<file path="config.mk">
export PLATFORM = sky130hd
export DESIGN_NAME = cprv_mem_arbiter
export DESIGN_NICKNAME = d
export VERILOG_FILES = /design/src/rtl/cprv_mem_arbiter.sv
export SDC_FILE = /design/constraint.sdc
export NUM_CORES = 1
export LEC_CHECK = 0
export CAP_MARGIN = 20
export CORE_AREA = 5 5 201 203
export DETAILED_ROUTE_END_ITERATION = 6
export DIE_AREA = 0 0 206 208
export HOLD_SLACK_MARGIN = 0.06
export SLEW_MARGIN = 20
export SYNTH_ARGS = -nofsm -noshare
export SYNTH_HDL_FRONTEND = slang
export SYNTH_SLANG_ARGS = --single-unit
export TNS_END_PERCENT = 10
</file>
<file path="constraint.sdc">
create_clock -name clk -period 3.1 [get_ports clk]
set_clock_uncertainty 0.05 [all_clocks]
set_input_delay 0.62 -clock clk [delete_from_list [all_inputs] [get_ports clk]]
set_output_delay 0.62 -clock clk [all_outputs]
set_load 0.02 [all_outputs]
</file>
<file path="src/rtl/cprv_mem_arbiter.sv">
// cprv_mem_arbiter: arbitrates the fetch (if) and mem-stage (dm) requesters
// onto one memory port through a registered request slot, and routes in-order
// memory responses back using an ID FIFO of outstanding requests.
// Optional: define CPRV_MEM_ARB_RR_EN for round-robin arbitration; otherwise
// dm has fixed priority over if.
module cprv_mem_arbiter #(
  parameter int unsigned DATA_WIDTH  = 64,
  parameter int unsigned OUTSTANDING = 4
) (
  input  logic                  clk,
  input  logic                  rst_n,
  input  logic                  valid_if_req_i,
  output logic                  ready_if_req_o,
  input  logic [DATA_WIDTH-1:0] addr_if_req_i,
  output logic                  valid_if_rsp_o,
  input  logic                  ready_if_rsp_i,
  output logic [DATA_WIDTH-1:0] rdata_if_rsp_o,
  input  logic                  valid_dm_req_i,
  output logic                  ready_dm_req_o,
  input  logic [DATA_WIDTH-1:0] addr_dm_req_i,
  input  logic [DATA_WIDTH-1:0] wdata_dm_req_i,
  input  logic                  w_en_dm_req_i,
  output logic                  valid_dm_rsp_o,
  input  logic                  ready_dm_rsp_i,
  output logic [DATA_WIDTH-1:0] rdata_dm_rsp_o,
  output logic                  valid_mem_o,
  input  logic                  ready_mem_i,
  output logic [DATA_WIDTH-1:0] addr_mem_o,
  output logic [DATA_WIDTH-1:0] wdata_mem_o,
  output logic                  w_en_mem_o,
  input  logic                  valid_mem_rsp_i,
  output logic                  ready_mem_rsp_o,
  input  logic [DATA_WIDTH-1:0] rdata_mem_i,
  output logic                  err_o
);

  localparam int unsigned PTR_W = $clog2(OUTSTANDING);
  localparam int unsigned CNT_W = PTR_W + 1;

  typedef enum logic {
    REQ_IF = 1'b0,
    REQ_DM = 1'b1
  } req_e;

  logic                  valid_mem_q, valid_mem_d;
  logic [DATA_WIDTH-1:0] addr_mem_q, addr_mem_d;
  logic [DATA_WIDTH-1:0] wdata_mem_q, wdata_mem_d;
  logic                  w_en_mem_q, w_en_mem_d;
  logic [PTR_W-1:0]      rptr_q, rptr_d;
  logic [PTR_W-1:0]      wptr_q, wptr_d;
  logic [CNT_W-1:0]      cnt_q, cnt_d;
  logic                  err_q, err_d;
  req_e                  id_q [OUTSTANDING];

  req_e grant;
  req_e head;
  logic slot_free, can_grant, grant_fire, cnt_nz, push, pop;

  assign slot_free  = ~valid_mem_q | ready_mem_i;
  assign can_grant  = slot_free & (cnt_q != CNT_W'(OUTSTANDING));
  assign grant_fire = can_grant & ((grant == REQ_DM) ? valid_dm_req_i : valid_if_req_i);
  assign cnt_nz     = (cnt_q != '0);
  assign head       = id_q[rptr_q];
  assign push       = grant_fire;
  assign pop        = valid_mem_rsp_i & ready_mem_rsp_o;

`ifdef CPRV_MEM_ARB_RR_EN
  req_e last_q, last_d;

  // Round robin: on contention pick the requester not granted last
  always_comb begin
    grant  = REQ_DM;
    last_d = last_q;
    if (valid_dm_req_i && valid_if_req_i) begin
      grant = (last_q == REQ_IF) ? REQ_DM : REQ_IF;
    end else if (valid_if_req_i) begin
      grant = REQ_IF;
    end
    if (grant_fire) begin
      last_d = grant;
    end
  end

  // Last-grant register
  always_ff @(posedge clk or negedge rst_n) begin
    if (!rst_n) begin
      last_q <= REQ_IF;
    end else begin
      last_q <= last_d;
    end
  end
`else
  // Fixed priority: the mem stage holds the older instruction, so dm wins
  always_comb begin
    grant = (valid_dm_req_i || !valid_if_req_i) ? REQ_DM : REQ_IF;
  end
`endif

  // Request slot: load on grant, hold while stalled, empty when drained
  always_comb begin
    valid_mem_d = valid_mem_q;
    addr_mem_d  = addr_mem_q;
    wdata_mem_d = wdata_mem_q;
    w_en_mem_d  = w_en_mem_q;
    if (grant_fire) begin
      valid_mem_d = 1'b1;
      if (grant == REQ_DM) begin
        addr_mem_d  = addr_dm_req_i;
        wdata_mem_d = wdata_dm_req_i;
        w_en_mem_d  = w_en_dm_req_i;
      end else begin
        addr_mem_d  = addr_if_req_i;
        wdata_mem_d = '0;
        w_en_mem_d  = 1'b0;
      end
    end else if (ready_mem_i) begin
      valid_mem_d = 1'b0;
    end
  end

  // ID FIFO pointers/count and sticky error next state
  always_comb begin
    wptr_d = wptr_q + PTR_W'(push);
    rptr_d = rptr_q + PTR_W'(pop);
    cnt_d  = cnt_q;
    case ({push, pop})
      2'b10:   cnt_d = cnt_q + 1'b1;
      2'b01:   cnt_d = cnt_q - 1'b1;
      default: cnt_d = cnt_q;
    endcase
    err_d = err_q | (valid_mem_rsp_i & ~cnt_nz);
  end

  // Control and slot registers
  always_ff @(posedge clk or negedge rst_n) begin
    if (!rst_n) begin
      valid_mem_q <= 1'b0;
      addr_mem_q  <= '0;
      wdata_mem_q <= '0;
      w_en_mem_q  <= 1'b0;
      rptr_q      <= '0;
      wptr_q      <= '0;
      cnt_q       <= '0;
      err_q       <= 1'b0;
    end else begin
      valid_mem_q <= valid_mem_d;
      addr_mem_q  <= addr_mem_d;
      wdata_mem_q <= wdata_mem_d;
      w_en_mem_q  <= w_en_mem_d;
      rptr_q      <= rptr_d;
      wptr_q      <= wptr_d;
      cnt_q       <= cnt_d;
      err_q       <= err_d;
    end
  end

  // ID storage needs no reset: entries are only read while count != 0
  always_ff @(posedge clk) begin
    if (push) begin
      id_q[wptr_q] <= grant;
    end
  end

  assign ready_if_req_o  = can_grant & (grant == REQ_IF);
  assign ready_dm_req_o  = can_grant & (grant == REQ_DM);

  assign valid_if_rsp_o  = valid_mem_rsp_i & cnt_nz & (head == REQ_IF);
  assign valid_dm_rsp_o  = valid_mem_rsp_i & cnt_nz & (head == REQ_DM);
  assign rdata_if_rsp_o  = rdata_mem_i;
  assign rdata_dm_rsp_o  = rdata_mem_i;
  assign ready_mem_rsp_o = cnt_nz & ((head == REQ_DM) ? ready_dm_rsp_i : ready_if_rsp_i);

  assign valid_mem_o = valid_mem_q;
  assign addr_mem_o  = addr_mem_q;
  assign wdata_mem_o = wdata_mem_q;
  assign w_en_mem_o  = w_en_mem_q;
  assign err_o       = err_q;

endmodule

</file>
==> flow_metrics.py <==
metrics = {
    "outcome": {
        "status": "complete, no violations",
    },
    "critical_path": {
        "critical_path_class": "flip-flop to primary output",
        "crit_path_max_fanout": 3,
        "slowest_delay_ps": 620,
        "end_kind": "primary output",
        "crit_path_top_delay_cell": "clkdlybuf4s50_1",
        "cp_num_buf_inv": 1,
        "crit_arrival_ps": 2230,
        "crit_family": "multiplexers",
        "regToRegStartpoint": "rptr_q[0]",
        "path_cells": "mux4_2 -> mux2i_1 -> nor2_1 -> clkdlybuf4s50_1",
        "crit_start": "rptr_q[0]",
        "start_kind": "flip-flop",
        "worstPathRequired_ps": 2430,
    },
    "global_route": {
        "grt_max_degree": 65,
        "antenna_found_initial": 3,
        "grt_pass1_wl_mm": 41.9,
        "grt-ovfl-total": 0,
        "grt_use_total": 0.128,
        "grt_pass1_vias": 6848,
    },
    "pwr": {
        "p_leak_nw": 4.78,
        "powerDensity_nw_per_um2": 941,
        "peakVddDrop_uv": 346,
    },
    "cells_and_area": {
        "mostFrequentLayoutCells": "clkdlybuf4s50_1, dfrtp_1, nor3b_1",
        "final_cells": 1349,
        "fin_nets": 1086,
        "syn_to_final_growth_pct": 47.3,
        "fillers": 3984,
        "layout-drive-gt1-share": 0.0795,
        "final_common_cell": "clkdlybuf4s50_1",
    },
    "synth": {
        "ys.warnings.count": 0,
        "netlist_instances": 629,
        "synthesis.nets": 898,
        "netlist.area_leader.share": 0.460,
        "yosys.area.top_type": "dfrtp_1",
        "ys_seq_area_frac": 0.476,
        "synthTopCellsByArea": "dfrtp_1, buf_4, a221o_1",
        "yosys.cell_types.count": 29,
        "synth-seq-cells": 142,
        "syn_area_sq_um": 7510,
        "syn_avg_cell_area_sq_um": 11.9,
    },
    "clock_tree": {
        "cts_setup_buffers": 0,
        "cts-root-buf": "clkbuf_16",
        "postCtsResizedCells": 0,
        "path_clk_slew_ps": 60,
        "cts_tree": "built",
        "cts_sinks": 142,
        "holdBufCountCts": 0,
        "cts_htree_levels": 4,
        "cts.path.max_buffers": 2,
        "clk_latency_ps": 420,
        "numCtsBuffers": 17,
    },
    "sta": {
        "fmax_ghz": 0.344,
        "fin_hold_ws_ps": 126,
        "post-route-period-util": 0.937,
        "finalMaxSlewViolations": 0,
        "final-setup-viol-count": 0,
        "rsz0062_at_grt": "no",
        "fin_setup_tns_ps": 0,
        "period_minus_slack_ps": 2900,
        "max_slew_margin": 0.440,
        "hold_viol": 0,
        "tightest_slew_ps": 840,
    },
    "min_path": {
        "min_path_type": "primary input to asynchronous set/reset pin",
    },
    "routing": {
        "ant_nets": 0,
        "avgRoutedWirePerCell_um": 20.8,
        "drc": 0,
        "via_count": 6107,
        "drtIter0Drc": 273,
        "avgViaCountPerCell": 4.53,
        "wl_mm": 28.1,
        "drt-pass1-iter-count": 5,
    },
    "placed_design": {
        "hpwl_mm": 19.7,
        "dpl.cell_count": 1316,
        "gp_congestion": 0.729,
        "port_buffers": 336,
    },
    "floorplan": {
        "core-area_sq_um": 38300,
        "start_util": 0.196,
        "die_area_sq_um": 42800,
        "die-width_um": 206,
        "io_pins": 529,
        "die_h_um": 208,
        "row_count": 72,
    },
    "job": {
        "max_cap_viol_count": 0,
    },
}
worst paths after layout:
check	to	slack, ps	depth (start not counted)
worst max-delay path	ready_mem_rsp_o	200	4
worst min-delay path	addr_mem_o[25]	130	1
worst max register to register	cnt_q[2]	630	9
worst min register to register	err_o	400	1
max in group asynchronous	wdata_mem_o[48]	2150	2
min in group clk	err_o	400	1
cells by family (layout without fill, tap and decap cells):
group	after synthesis	after routing	synth area share
XOR/XNOR	5	5	0.00583
other	0	1	0
multiplexers	3	3	0.00567
buffers and inverters	196	397	0.177
AO/OA/AOI/OAI	194	194	0.248
flip-flops	142	142	0.476
adder cells (fa/ha/maj)	4	4	0.00767
AND/OR/NAND/NOR	85	85	0.0807
cell type report:
type / instances / area (sq um) / share of cell area
Timing Repair Buffer: 360 / 3610 / 0.326
Sequential cell: 142 / 3570 / 0.323
Multi-Input combinational cell: 291 / 2630 / 0.237
Tap cell: 518 / 648 / 0.0586
Clock buffer: 21 / 472 / 0.0427
Clock inverter: 11 / 108 / 0.00973
Inverter: 5 / 18.8 / 0.00170
Antenna cell: 1 / 2.50 / 0.000226
synthesized netlist by cell type (all sizes together):
library cell    n
nand2b          2
nor2            6
a41o           64
ha              3
a221o          64
edfxtp          4
or2             1
xor2            4
a21o            1
nand2           2
xnor2           1
nand3           1
and3            2
clkbuf         31
nor3b          66
or3b            1
mux4            1
buf           160
fa              1
a22o           65
nor3            2
mux2i           2
inv             5
dfrtp         138
nor2b           2
per-stage QoR:
step,util,total power (W),worst slack [ps],area (sq um)
4_1_cts,0.289,0.0106,135,11100
6_report,0.289,0.0104,196,11100
3_3_place_gp,0.274,0.00838,345,10500
5_1_grt,0.289,0.0110,66.7,11100
2_1_floorplan,-,0.00614,658,7510
3_5_place_dp,0.274,0.00843,352,10500
power by group:
| part | switching [W] | internal (W) |
|---|---|---|
| clock | 0.000869 | 0.00118 |
| sequential | 0.000576 | 0.00268 |
| combinational | 0.00252 | 0.00258 |
| total | 0.00396 | 0.00644 |
state kept, by name, summed over array words and instances (netlist names):
register / count
addr_mem_o: 64
wdata_mem_o: 64
id_q: 4
cnt_q: 3
rptr_q: 2
wptr_q: 2
err_o: 1
valid_mem_o: 1
w_en_mem_o: 1
per-layer routing:
metal	up-vias	GRT usage	wire length [um]	share of wire
met5	-	0	13	0.00046
met4	2	0.0523	859	0.031
met3	59	0.0576	2790	0.099
met2	337	0.206	13000	0.46
met1	3006	0.148	11400	0.40
li1	2703	-	-	-
(Power assumes the default switching activity.)
